[src/rtl/br_resolve_ctrl_pkg.sv]
// Shared EX-stage branch definitions: funct3 encodings and BHT counter states.
// Also provides the saturating update rule used by the branch history table.
package br_resolve_ctrl_pkg;

    localparam logic [2:0] F3_BEQ   = 3'b000;
    localparam logic [2:0] F3_BNE   = 3'b001;
    localparam logic [2:0] F3_SLTIU = 3'b011;
    localparam logic [2:0] F3_BLT   = 3'b100;
    localparam logic [2:0] F3_BGE   = 3'b101;
    localparam logic [2:0] F3_BLTU  = 3'b110;
    localparam logic [2:0] F3_BGEU  = 3'b111;

    typedef enum logic [1:0] {
        SNT = 2'b00,
        WNT = 2'b01,
        WT  = 2'b10,
        ST  = 2'b11
    } bht_state_e;

    function automatic bht_state_e bht_next(input bht_state_e s, input logic taken);
        bht_state_e n;
        n = s;
        unique case (s)
            SNT: n = taken ? WNT : SNT;
            WNT: n = taken ? WT  : SNT;
            WT:  n = taken ? ST  : WNT;
            ST:  n = taken ? ST  : WT;
            default: n = WNT;
        endcase
        return n;
    endfunction

    function automatic logic bht_pred(input bht_state_e s);
        return (s == WT) || (s == ST);
    endfunction

endpackage

[src/rtl/br_resolve_ctrl_bht_table.sv]
// Branch history table: 2-bit saturating counters, async-read lookup port,
// single write port applying the saturating update on the stored state.
module bht_table
    import br_resolve_ctrl_pkg::*;
#(
    parameter int unsigned IDX_W = 4
) (
    input  logic             clk,
    input  logic             rst_n,
    input  logic [IDX_W-1:0] rd_idx,
    output bht_state_e       rd_state,
    input  logic             wr_en,
    input  logic [IDX_W-1:0] wr_idx,
    input  logic             wr_taken
);

    localparam int unsigned ENTRIES = 1 << IDX_W;

    bht_state_e entry_q [ENTRIES];

    always_ff @(posedge clk or negedge rst_n) begin
        if (!rst_n) begin
            for (int unsigned i = 0; i < ENTRIES; i++) begin
                entry_q[i] <= WNT;
            end
        end else if (wr_en) begin
            entry_q[wr_idx] <= bht_next(entry_q[wr_idx], wr_taken);
        end
    end

    // Read sees the registered value only; a same-cycle write lands next cycle.
    assign rd_state = entry_q[rd_idx];

endmodule

[src/rtl/br_resolve_ctrl.sv]
// EX-stage branch resolution: comparator control, outcome decode, mispredict
// redirect/flush, BHT training and saturating branch statistics.
module br_resolve_ctrl
    import br_resolve_ctrl_pkg::*;
#(
    parameter int unsigned BHT_IDX_W = 4,
    parameter int unsigned CNT_W     = 16
) (
    input  logic             i_clk,
    input  logic             i_rst_n,
    input  logic [31:0]      i_pc_f,
    output logic             o_pred_taken_f,
    input  logic             i_valid_e,
    input  logic             i_branch_e,
    input  logic             i_slti_e,
    input  logic [2:0]       i_funct3_e,
    input  logic [31:0]      i_pc_e,
    input  logic             i_pred_taken_e,
    input  logic             i_stall_e,
    input  logic             i_br_less,
    input  logic             i_br_equal,
    output logic             o_br_un,
    output logic             o_slti_sel,
    output logic             o_taken_e,
    output logic             o_redirect,
    output logic             o_redirect_tgt,
    output logic             o_flush_fd,
    output logic             o_flush_de,
    output logic [CNT_W-1:0] o_branch_cnt,
    output logic [CNT_W-1:0] o_mispred_cnt
);

    logic       active;
    logic       update;
    logic       mispredict;
    logic       taken;
    bht_state_e lookup_state;
    logic       unused_pc;

    logic [CNT_W-1:0] branch_cnt_q;
    logic [CNT_W-1:0] mispred_cnt_q;

    assign active = i_valid_e & i_branch_e;
    assign update = active & ~i_stall_e;

    assign o_slti_sel = i_slti_e;
    assign o_br_un    = (i_branch_e & ((i_funct3_e == F3_BLTU) | (i_funct3_e == F3_BGEU)))
                      | (i_slti_e & (i_funct3_e == F3_SLTIU));

    always_comb begin
        taken = 1'b0;
        if (active) begin
            case (i_funct3_e)
                F3_BEQ:           taken = i_br_equal;
                F3_BNE:           taken = ~i_br_equal;
                F3_BLT, F3_BLTU:  taken = i_br_less;
                F3_BGE, F3_BGEU:  taken = ~i_br_less;
                default:          taken = 1'b0;
            endcase
        end
    end

    assign o_taken_e  = taken;
    assign mispredict = update & (taken != i_pred_taken_e);

    assign o_redirect     = mispredict;
    assign o_flush_fd     = mispredict;
    assign o_flush_de     = mispredict;
    assign o_redirect_tgt = taken;

    bht_table #(
        .IDX_W (BHT_IDX_W)
    ) u_bht (
        .clk      (i_clk),
        .rst_n    (i_rst_n),
        .rd_idx   (i_pc_f[BHT_IDX_W+1:2]),
        .rd_state (lookup_state),
        .wr_en    (update),
        .wr_idx   (i_pc_e[BHT_IDX_W+1:2]),
        .wr_taken (taken)
    );

    assign o_pred_taken_f = bht_pred(lookup_state);

    always_ff @(posedge i_clk or negedge i_rst_n) begin
        if (!i_rst_n) begin
            branch_cnt_q  <= '0;
            mispred_cnt_q <= '0;
        end else if (update) begin
            if (branch_cnt_q != '1) begin
                branch_cnt_q <= branch_cnt_q + 1'b1;
            end
            if (mispredict && (mispred_cnt_q != '1)) begin
                mispred_cnt_q <= mispred_cnt_q + 1'b1;
            end
        end
    end

    assign o_branch_cnt  = branch_cnt_q;
    assign o_mispred_cnt = mispred_cnt_q;

    assign unused_pc = ^{i_pc_f[31:BHT_IDX_W+2], i_pc_f[1:0],
                         i_pc_e[31:BHT_IDX_W+2], i_pc_e[1:0]};

endmodule

[config.mk]
export PLATFORM = sky130hd
export DESIGN_NAME = br_resolve_ctrl
export DESIGN_NICKNAME = d
export VERILOG_FILES = /design/src/rtl/br_resolve_ctrl_pkg.sv /design/src/rtl/br_resolve_ctrl_bht_table.sv /design/src/rtl/br_resolve_ctrl.sv
export SDC_FILE = /design/constraint.sdc
export NUM_CORES = 1
export LEC_CHECK = 0
export CAP_MARGIN = 20
export CORE_UTILIZATION = 50
export DETAILED_ROUTE_END_ITERATION = 8
export PLACE_DENSITY = 0.86
export SLEW_MARGIN = 20
export SYNTH_ARGS = -nofsm -noshare
export SYNTH_HDL_FRONTEND = slang
export SYNTH_HIERARCHICAL = 1
export SYNTH_SLANG_ARGS = --single-unit
[constraint.sdc]
create_clock -name i_clk -period 4.05 [get_ports i_clk]
set_input_delay 0.81 -clock i_clk [delete_from_list [all_inputs] [get_ports i_clk]]
set_output_delay 0.81 -clock i_clk [all_outputs]
set_load 0.02 [all_outputs]
==> metrics, run 1 <==
CORE AREA 0.00653 mm^2; Avg WL per Cell 16.3 um; synth warn 6; Crit. End Element output pin; most frequent cells in the layout clkdlybuf4s50_1 (58), dfrtp_1 (48), mux2_2 (30), nor2_1 (28), xor2_1 (19); critical-path maximum fanout 4; CTS tree yes; # fillers 502; VDD IR max 0.000320 V; Overall Power 1.62 mW; reg2reg start u_bht/entry_q[31]$_DFFE_PN0P_; Mapped Cells around 300; Switching Power approximately 0.48 mW; drt via density 5.76; clock-pin slew on the worst setup and hold paths 0.06 ns; initial antenna violation count 0; antenna cells 0; Die Footprint approximately 0.0073 mm^2; Die Span Y 85.3 um; placed instance count 420; pre-CTS WS 0.241 ns; area grow syn2layout 23.3%; Slew Limit Headroom 46.6%; sw frac 29.6%; CTS max path bufs 2; hold path depth 1; max cap viols 0; commonest non-fill, non-tap cell in the layout clkdlybuf4s50_1; worst hold path type register to register; endpoints failing hold 0; max-slew violations 0; via count 2,511; min-delay src o_mispred_cnt[13]$_DFFE_PN0P_; layout cells sized above 1 25.6%; Flop pwr share 48.6%; P per Cell Area 379 mW/mm^2; clock skew roughly 0.012 ns; initial DRC count approximately 110; fin nets 432; synthesized net count 370; Startpoint Class primary input; hold buffers post-CTS 0; DR pass1 iterations 4; r2r setup slk about 2.1 ns; Mapped Area 0.00347 mm^2; first-pass GRT wire length 11,800 um; final wirelength 7110 um; Cell Rows 29; fmax 0.265 GHz; GRT overflow 0; total setup buffers inserted after CTS 0; P_leak 1.83 nW; Endpoint, Worst Hold o_mispred_cnt[13]$_DFFE_PN0P_; unrepaired setup endpoints after global routing no; Critical Path AT between 2 and 3 ns; Tightest Pin Transition 0.801 ns; Clock power frac 30.7%; Synth Area per Inst 11.9 um^2; Req. time, crit path 3.24 ns; CTS Buf Count 9; clk sink count 64; Final Non-Filler Cells 436; ANT nets after route 0; Final setup violation count 0; H-tree depth 3; min Tclk post-route 3.78 ns; chip width 85.3 um; CTS resizes 0; largest net degree at the start of global routing 37; r2r endpoint u_bht/entry_q[11]$_DFFE_PN0P_; final worst slack 0.270 ns; Pint 1.14 mW; vias in the first global route 2,484; crit path kind primary input to output pin; DRC viols 0; worst-skew pair later-pin latency 0.35 ns; combinational power share 20.7%; Worst R2R Path Depth 4; fin util 65.5%; clock root buffer clkbuf_8; DP HPWL 5120 um; status complete, no violations; Starting Density a little over half; I/O Pins about 120; Final period util just over 90%; GP Congestion 0.823; Setup TNS 0 ns; gr usage total 21.0%; # port buffers 59
per-stage QoR:
| stage | hold slack [ns] | cell area (um^2) |
|---|---|---|
| final | 0.489 | 4280 |
| after global routing | 0.515 | 4280 |
| after CTS | 0.489 | 4280 |
| after detailed placement | 0.477 | 4100 |
| after global placement | 0.479 | 4100 |
| after floorplan | 0.479 | 3470 |
flip-flops by register name (all words and copies together) (netlist names):
name and flops:
o_branch_cnt 16, o_mispred_cnt 16, u_bht/entry_q 32
routing by layer:
| layer | GRT usage (%) | part of all wire [%] |
|---|---|---|
| met1 | 27.5 | 45 |
| met2 | 33.7 | 47 |
| met3 | 4.96 | 5.6 |
| met4 | 9.24 | 1.6 |
| met5 | 0 | 0 |
power groups by stage:
stage | Combinational [mW] | Sequential [mW] | Clock (mW)
global route | 0.366 | 0.797 | 0.533
detailed placement | 0.338 | 0.795 | 0
floorplan | 0.133 | 0.836 | 0
finish | 0.336 | 0.787 | 0.497
CTS | 0.341 | 0.786 | 0.512
global placement | 0.329 | 0.792 | 0
cell type report:
cell class	instances	area (um^2)	share of cell area, %
clock buffer	13	159	3.72
clock inverter	3	17.5	0.410
inverter	5	18.8	0.439
multi-input combinational	212	1750	41.0
sequential	64	1620	37.9
tap	77	96.3	2.25
timing repair buffer	62	608	14.2
worst max path at each step:
| stage | from | endpoint | depth (start not counted) |
|---|---|---|---|
| after floorplan | i_pc_f[2] | o_pred_taken_f | 4 |
| after global placement | i_pc_f[2] | o_pred_taken_f | 4 |
| after detailed placement | i_pc_f[2] | o_pred_taken_f | 4 |
| after CTS | i_pc_f[2] | o_pred_taken_f | 4 |
| after global routing | i_pc_f[2] | o_pred_taken_f | 4 |
| final | i_pc_f[2] | o_pred_taken_f | 4 |
critical path, cell delays in order:
cell	delay, ns
clkdlybuf4s50_1	0.61
mux4_2	0.53
mux4_2	0.47
clkdlybuf4s50_1	0.55
Power figures use the tool's default switching activity.
==> inputs of run 2 (changes only) <==
--- a/config.mk
+++ b/config.mk
@@ -6,9 +6,10 @@
 export NUM_CORES = 1
 export LEC_CHECK = 0
 export CAP_MARGIN = 20
-export CORE_UTILIZATION = 50
+export CORE_UTILIZATION = 51
 export DETAILED_ROUTE_END_ITERATION = 8
-export PLACE_DENSITY = 0.86
+export DONT_BUFFER_PORTS = 1
+export PLACE_DENSITY = 0.66
 export SLEW_MARGIN = 20
 export SYNTH_ARGS = -nofsm -noshare
 export SYNTH_HDL_FRONTEND = slang
==> metrics, run 2 (same netlist as run 1, synthesis figures left out) <==
status complete, but fails checks; failing checks DRC; P_leak about 1.6 nW; Die Footprint 0.00713 mm^2; chip width 84.5 um; highest-delay cell along the critical path a22oi_2; DP HPWL between 4000 and 5000 um; fin nets ~370; top layer in use met4; Die Span Y 84.5 um; CORE AREA 0.00646 mm^2; layout cells sized above 1 between 30% and 40%; via count 2,232; Avg WL per Cell 17.1 um; Cell Chain, Critical Path xor2_1 > a22oi_2 > mux2i_2 > buf_4 > inv_1 > buf_4; Slew Limit Headroom 53.8%; total setup buffers inserted after CTS 0; first-pass GRT wire length 11,200 um; clock skew 0.00883 ns; worst hold path type primary input to async pin; Crit. End Element output pin; DRT met1 WL 3030 um; area grow syn2layout 7.69%; max cap viols 0; drt via density a little under 6; Cell Rows 29; Worst R2R Path Depth 4; endpoints failing hold 0; GP Congestion 0.751; max-slew violations 0; gr usage total 20.4%; GRT overflow 0; vias in the first global route around 2,300; Final period util between 60% and 70%; DR pass1 iterations 7; CTS max path bufs 2; commonest non-fill, non-tap cell in the layout dfrtp_1; CTS tree yes; initial antenna violation count 0; Worst path most repeated cell buf_4; most flop-heavy register u_bht/entry_q; CTS resizes 0; Critical Path AT roughly 2.0 ns; clock-pin slew on the worst setup and hold paths 0.08 ns; WP buf/inv 3; final wirelength 6450 um; Top delay family on crit path buffers and inverters; DR WL met3 362 um; ANT nets after route 0; Final setup violation count 0; Req. time, crit path 3.24 ns; VDD IR max about 0.0003 V; H-tree depth 3; # port buffers 0; antenna cells 0; P per Cell Area roughly 420 mW/mm^2; largest net degree at the start of global routing 65; initial DRC count roughly 100; critical path depth 6; min Tclk post-route 2.80 ns; crit path kind primary input to output pin; fmax approximately 0.36 GHz; Setup TNS 0 ns; routed length on met2 2930 um; Startpoint Class primary input; Final Non-Filler Cells 377; critical path's largest stage delay 0.26 ns; clock root buffer clkbuf_8; CTS Buf Count 9; unrepaired setup endpoints after global routing no; I/O Pins approximately 120; Tightest Pin Transition 0.690 ns; critical-path maximum fanout 15; DRC viols 3; clk sink count 64; placed instance count around 360; max FFs per register 32; Starting Density between 50% and 60%; worst-skew pair later-pin latency 0.34 ns; most frequent cells in the layout dfrtp_1 (48), mux2_2 (30), nor2_1 (28), xor2_1 (19), nand2_1 (18); hold buffers post-CTS 0; # fillers 546
-- run 2: changes by cell type in the layout (fill, tap and decap cells not counted) --
cell,delta
clkinv_2,-1
clkinvlp_4,+2
buf_2,-1
clkinv_4,+1
bufinv_16,+2
clkbuf_1,-2
clkdlybuf4s50_1,-58
clkbuf_8,-2
-- run 2: metal layers --
metal / global-route usage, % / vias to the layer above
li1: - / 1071
met1: 27.6 / 1095
met2: 31.7 / 56
met3: 4.92 / 10
met4: 8.78 / 0
met5: 0 / -
-- run 2: through the flow --
stage / util [%] / hold WS [ns] / cell area, um^2 / setup slack, ns / total power, mW
floorplan: - / 0.479 / 3470 / 1.04 / 0.969
global placement: 54.4 / 0.488 / 3510 / 1.26 / 0.992
detailed placement: 54.4 / 0.492 / 3510 / 1.25 / 1.00
CTS: 57.8 / 0.138 / 3730 / 1.24 / 1.61
global route: 57.8 / 0.127 / 3730 / 1.18 / 1.67
finish: 57.8 / 0.156 / 3730 / 1.25 / 1.59
-- run 2: final timing paths --
check	from	endpoint	slack, ns
setup / recovery	i_funct3_e[0]	o_flush_fd	1.25
hold / removal	i_rst_n	u_bht/entry_q[31]$_DFFE_PN0P_	0.16
setup reg to reg	u_bht/entry_q[27]$_DFFE_PN0P_	u_bht/entry_q[11]$_DFFE_PN0P_	2.04
hold reg to reg	u_bht/entry_q[20]$_DFFE_PN1P_	u_bht/entry_q[20]$_DFFE_PN1P_	0.50
max in group asynchronous	i_rst_n	u_bht/entry_q[2]$_DFFE_PN1P_	3.69
min in group i_clk	u_bht/entry_q[20]$_DFFE_PN1P_	u_bht/entry_q[20]$_DFFE_PN1P_	0.50
-- run 2: layout make-up --
type | instances | area (um^2) | area share (%)
clock buffers | 9 | 124 | 3.32
flip-flops and latches | 64 | 1620 | 43.4
inverters | 5 | 18.8 | 0.503
repair buffers | 3 | 22.5 | 0.603
clock inverters | 7 | 96.3 | 2.58
multi-input cells | 212 | 1750 | 47.0
well taps | 77 | 96.3 | 2.58
-- run 2: worst reg2reg max path, delay by kind of cell (launching register included) --
kind / cells / cell delay, ns
flip-flops: 1 / 0.40
multiplexers: 3 / 1.11
adder cells (fa/ha/maj): 1 / 0.38
-- run 2: report_power, final --
part	total [mW]	leakage, nW	internal (mW)	switching (mW)
logic	0.144	0.710	0.0772	0.0668
clock network	0.599	0.101	0.346	0.253
registers	0.843	0.821	0.715	0.127
total	1.59	1.63	1.14	0.447
